$ cat src/rtl/uart_tx.sv
// uart_tx: buffered asynchronous serial transmitter.
//
// Words written from the core are queued in a Depth-entry FIFO. Each word is
// then sent on TXD as one start bit (low), Wdata data bits LSB first, and
// Wstop stop bits (high). Every bit lasts Nticks = FCLK/Bauds clock cycles.
//
// Ports:
//   CLK   clock, all logic on the rising edge
//   RST   synchronous, active-high reset
//   DIN   word to queue, sampled when WE=1
//   WE    write strobe, one word per cycle
//   FULL  FIFO holds Depth words; writes are dropped while high
//   BUSY  FIFO non-empty or a frame is in progress
//   TXD   serial line, idle high, registered
//   INT   one-cycle pulse when a frame's last stop bit completes

`ifndef FCLK
`define FCLK 12000000
`endif

module uart_tx #(
    parameter int unsigned Bauds = 1_000_000,
    parameter int unsigned Wdata = 8,
    parameter int unsigned Wstop = 1,
    parameter int unsigned Depth = 4
) (
    input  logic             CLK,
    input  logic             RST,
    input  logic [Wdata-1:0] DIN,
    input  logic             WE,
    output logic             FULL,
    output logic             BUSY,
    output logic             TXD,
    output logic             INT
);

    localparam int unsigned Nticks = `FCLK / Bauds;
    localparam int unsigned TW = $clog2(Nticks);
    localparam int unsigned IW = (Wdata > 1) ? $clog2(Wdata) : 1;
    localparam int unsigned SW = (Wstop > 1) ? $clog2(Wstop) : 1;
    localparam int unsigned PW = $clog2(Depth);
    localparam int unsigned CW = $clog2(Depth + 1);

    localparam logic [TW-1:0] TICK_MAX  = TW'(Nticks - 1);
    localparam logic [IW-1:0] LAST_BIT  = IW'(Wdata - 1);
    localparam logic [SW-1:0] LAST_STOP = SW'(Wstop - 1);
    localparam logic [CW-1:0] COUNT_MAX = CW'(Depth);

    typedef enum logic [1:0] {IDLE, START, DATA, STOP} state_t;

    state_t           state;
    logic [Wdata-1:0] mem [Depth];
    logic [PW-1:0]    wr_ptr;
    logic [PW-1:0]    rd_ptr;
    logic [CW-1:0]    count;
    logic [CW-1:0]    count_next;
    logic [TW-1:0]    tick;
    logic [IW-1:0]    bit_idx;
    logic [SW-1:0]    stop_idx;
    logic [Wdata-1:0] shift;
    logic [Wdata-1:0] shift_nxt;
    logic             empty;
    logic             push;
    logic             pop;
    logic             frame_end;

    assign empty     = (count == '0);
    assign push      = WE && !FULL;
    assign frame_end = (state == STOP) && (tick == '0) && (stop_idx == LAST_STOP);
    // A new frame is pulled either from idle or in the same edge the previous
    // frame's last stop bit ends, so back-to-back frames have no idle gap.
    assign pop       = !empty && ((state == IDLE) || frame_end);
    assign shift_nxt = shift >> 1;
    assign BUSY      = (state != IDLE) || !empty;

    always_comb begin
        count_next = count;
        if (push && !pop) begin
            count_next = count + CW'(1);
        end else if (pop && !push) begin
            count_next = count - CW'(1);
        end
    end

    always_ff @(posedge CLK) begin
        if (push) begin
            mem[wr_ptr] <= DIN;
        end
    end

    // FULL rises in the edge that fills the last slot but clears only one
    // edge after the pop that frees it, so it stays high for one extra cycle.
    always_ff @(posedge CLK) begin
        if (RST) begin
            wr_ptr <= '0;
            rd_ptr <= '0;
            count  <= '0;
            FULL   <= 1'b0;
        end else begin
            if (push) begin
                wr_ptr <= wr_ptr + PW'(1);
            end
            if (pop) begin
                rd_ptr <= rd_ptr + PW'(1);
            end
            count <= count_next;
            FULL  <= (count_next == COUNT_MAX) || (count == COUNT_MAX);
        end
    end

    always_ff @(posedge CLK) begin
        if (RST) begin
            state    <= IDLE;
            TXD      <= 1'b1;
            INT      <= 1'b0;
            tick     <= '0;
            bit_idx  <= '0;
            stop_idx <= '0;
            shift    <= '0;
        end else begin
            INT <= 1'b0;
            case (state)
                IDLE: begin
                    TXD <= 1'b1;
                    if (pop) begin
                        shift <= mem[rd_ptr];
                        TXD   <= 1'b0;
                        tick  <= TICK_MAX;
                        state <= START;
                    end
                end
                START: begin
                    if (tick == '0) begin
                        tick    <= TICK_MAX;
                        TXD     <= shift[0];
                        bit_idx <= '0;
                        state   <= DATA;
                    end else begin
                        tick <= tick - TW'(1);
                    end
                end
                DATA: begin
                    if (tick == '0) begin
                        tick <= TICK_MAX;
                        if (bit_idx == LAST_BIT) begin
                            TXD      <= 1'b1;
                            stop_idx <= '0;
                            state    <= STOP;
                        end else begin
                            shift   <= shift_nxt;
                            TXD     <= shift_nxt[0];
                            bit_idx <= bit_idx + IW'(1);
                        end
                    end else begin
                        tick <= tick - TW'(1);
                    end
                end
                STOP: begin
                    if (tick == '0) begin
                        tick <= TICK_MAX;
                        if (stop_idx == LAST_STOP) begin
                            INT <= 1'b1;
                            if (pop) begin
                                shift <= mem[rd_ptr];
                                TXD   <= 1'b0;
                                state <= START;
                            end else begin
                                TXD   <= 1'b1;
                                state <= IDLE;
                            end
                        end else begin
                            stop_idx <= stop_idx + SW'(1);
                        end
                    end else begin
                        tick <= tick - TW'(1);
                    end
                end
                default: begin
                    TXD   <= 1'b1;
                    state <= IDLE;
                end
            endcase
        end
    end

endmodule

$ cat config.mk
export PLATFORM = sky130hd
export DESIGN_NAME = uart_tx
export DESIGN_NICKNAME = d
export VERILOG_FILES = /design/src/rtl/uart_tx.sv
export SDC_FILE = /design/constraint.sdc
export NUM_CORES = 1
export LEC_CHECK = 0
export CORE_MARGIN = 2
export CORE_UTILIZATION = 50
export DETAILED_ROUTE_END_ITERATION = 16
export PLACE_DENSITY = 0.67
export SLEW_MARGIN = 15
export SYNTH_ARGS = -nofsm -noshare
export SYNTH_HDL_FRONTEND = slang
export SYNTH_SLANG_ARGS = --single-unit
$ cat constraint.sdc
create_clock -name CLK -period 2.6 [get_ports CLK]
set_input_delay 0.52 -clock CLK [delete_from_list [all_inputs] [get_ports CLK]]
set_output_delay 0.52 -clock CLK [all_outputs]
set_load 0.1 [all_outputs]
==> metrics <==
status=completed; largest net degree at the start of global routing=18; xor-xnor portion of the synthesized cell area=less than 1%; R2R cell count=7; Area contributors post-synth=edfxtp_1 34%, dfxtp_1 21%, ha_1 7.1%; Root Driver=clkbuf_8; hold-critical path depth=1; GRT Total Usage=between 10% and 20%; Antenna Nets Post-Route=0; largest family of logic cells by synthesized area=compound AO/OA/AOI/OAI gates; CP required=2.08 ns; RSZ-0062 raised after global routing=no; Leak Pwr=1.17 nW; # Max-Cap Violations=0; Clock Skew=~0.008 ns; Post-synth EDFFs=32; post-route non-filler standard cell count=327; critical path arrival=between 1.5 and 2 ns; Post-CTS Setup Bufs=0; core area=5470 um2; TritonCTS Buffers=9; Unique masters post-synth=45; Worst-Skew Late Latency=0.34 ns; hpwl dp=around 3300 um; crit end category=output port; mux cell area share after synthesis=10.7%; height of the die=79.1 um; drt via density=5.43; Post-Place Cells=between 300 and 400; Syn Inst Count=~230; Fillers=470; vias in the first global route=1683; Synth Register Bits=61; die area=6260 um2; DRT iter0 DRCs=103; total global routing overflow=0; Hold Buf Count CTS=0; Crit Path Class=register to output port; final wirelength=between 4000 and 5000 um; WL per Instance=14.6 um; TNS Setup=0 ns; compound-gate portion of the synthesized area=12.5%; initial core utilization=about half; cell with the largest stage delay on the worst path=dfxtp_1; syn_area_per_cell=12.3 um2; simple-gate share of the synthesized area=11.1%; Max Fclk=434 MHz; first-pass GRT wire length=~7900 um; buffers added on ports=14; Synthesized Nets=256; Reg clk slew, reported paths=roughly 0.070 ns; power per cell area=1190 nW/um2; clk buf depth=2; # setup viols final=0; YS warnings=0; vias=1777; row count=27; n_diodes=0; crit start category=register; Slew HR=between 50% and 60%; CTS tree=done; worst path cell trace=inv_1 > ha_1 > nor2b_1 > nand2_1 > buf_12; share of cells above drive strength 1=17.3%; Area growth, synth to finish=14.5%; layout net count=around 280; Adder-Cell Fraction of Synth Area=7.10%; ys flop type=edfxtp_1; total power=3.86 mW; Final Max Slew Viols=0; final worst-path cycle share=88.6%; max incr delay on CP=~0.36 ns; clock sink count=61; Period minus WS final=2.30 ns; Hold WC Path Type=register to register; DRC=0; worst slew pin tran=0.636 ns; asr flop ratio synth=0%; worst-path maximum fanout=7; Placer Congestion=a little under 0.8; Synth area leader=edfxtp_1; Die W=79.1 um; final hold vios=0; synthesized cell area=2820 um2; CTS-repair resized insts=0; register area share after synthesis=54.6%; Synth top area share=34.1%; DRT Pass-1 Iters=4; maximum vdd ir drop=0.823 mV; # IOs=15; Clock H-tree levels=3; initial antenna violation count=0
cell families after synthesis:
family | Yosys count
multiplexers | 20
flip-flops | 61
XOR/XNOR | 2
adder cells (fa/ha/maj) | 16
AND/OR/NAND/NOR | 62
AO/OA/AOI/OAI | 46
buffers and inverters | 22
area by class of cell:
class	instances	area, um2	area share, %
sequential	61	1540	47.7
tap	72	90.1	2.79
timing repair buffer	20	188	5.81
multi-input combinational	146	1190	36.7
inverter	12	45.0	1.39
clock buffer	9	124	3.83
clock inverter	7	57.6	1.78
power by group:
group / switching [mW] / internal, mW
Combinational: 0.958 / 0.707
Clock: 0.413 / 0.360
Sequential: 0.178 / 1.24
Total: 1.55 / 2.31
layer usage:
metal	vias up	global-route usage (%)	wire length [um]
met3	8	4.43	230
li1	890	-	-
met2	36	25.7	2250
met1	843	22.1	2230
met5	-	0	0
met4	0	7.76	71
stage by stage:
stage / worst slack (ns) / instance area [um2] / util [%] / hold WS (ns)
floorplan: 0.246 / 2820 / - / 0.454
global placement: 0.428 / 3050 / 55.7 / 0.450
CTS: 0.273 / 3230 / 59.1 / 0.475
detailed placement: 0.332 / 3050 / 55.7 / 0.458
global route: 0.159 / 3230 / 59.1 / 0.497
finish: 0.297 / 3230 / 59.1 / 0.470
Yosys cell counts (2+ instances only):
cell      count
nor2_1       25
a22oi_1       4
or3_1         2
inv_1        12
nand2_1      13
ha_1         16
a211oi_2      3
nor3_1        2
a21oi_1      10
a211oi_1      5
mux4_2        8
a311oi_1      6
edfxtp_1     32
nand2b_1      2
mux2i_1      11
buf_2         3
xnor2_1       2
nor2b_1       3
o21ai_0       6
nor3b_1       2
clkbuf_1      5
and2_1        5
dfxtp_1      29
a211o_1       2
sequential cells by signal, indices dropped and copies added (netlist names), named ones only:
register	flops
FULL	1
INT	1
TXD	1
bit_idx	3
count	3
mem	32
rd_ptr	2
shift	8
state	2
tick	4
wr_ptr	2
worst max-delay path: cells and delay by family, from the launching register on:
kind | cells | cell delay [ns]
and+or+nand+nor | 2 | 0.54
buffers and inverters | 2 | 0.33
adders and majority gates | 1 | 0.21
DFF | 1 | 0.36
placed cells by master (no fill, tap or decap), types with 3 or more instances in the layout:
cell,Yosys,final
inv_1,12,12
a211oi_1,5,5
mux4_2,8,8
nor2b_1,3,3
o21ai_0,6,6
nand2_1,13,13
clkbuf_8,0,9
and2_1,5,5
buf_4,0,9
clkdlybuf4s50_1,0,10
a211oi_2,3,3
mux2i_1,11,11
edfxtp_1,32,32
inv_6,0,3
dfxtp_1,29,29
a311oi_1,6,6
a22oi_1,4,4
nor2_1,25,25
a21oi_1,10,10
ha_1,16,16
path summary, 6_finish.rpt:
kind | to | slack, ns | start
hold reg to reg | TXD$_SDFFE_PP1P_ | 0.47 | TXD$_SDFFE_PP1P_
hold / removal | TXD$_SDFFE_PP1P_ | 0.47 | TXD$_SDFFE_PP1P_
setup reg to reg | shift[7]$_SDFFE_PP0P_ | 0.42 | tick[0]$_SDFFE_PP0N_
setup / recovery | BUSY | 0.30 | count[0]$_SDFF_PP0_
Note: power is estimated with default switching activity, not from simulation.
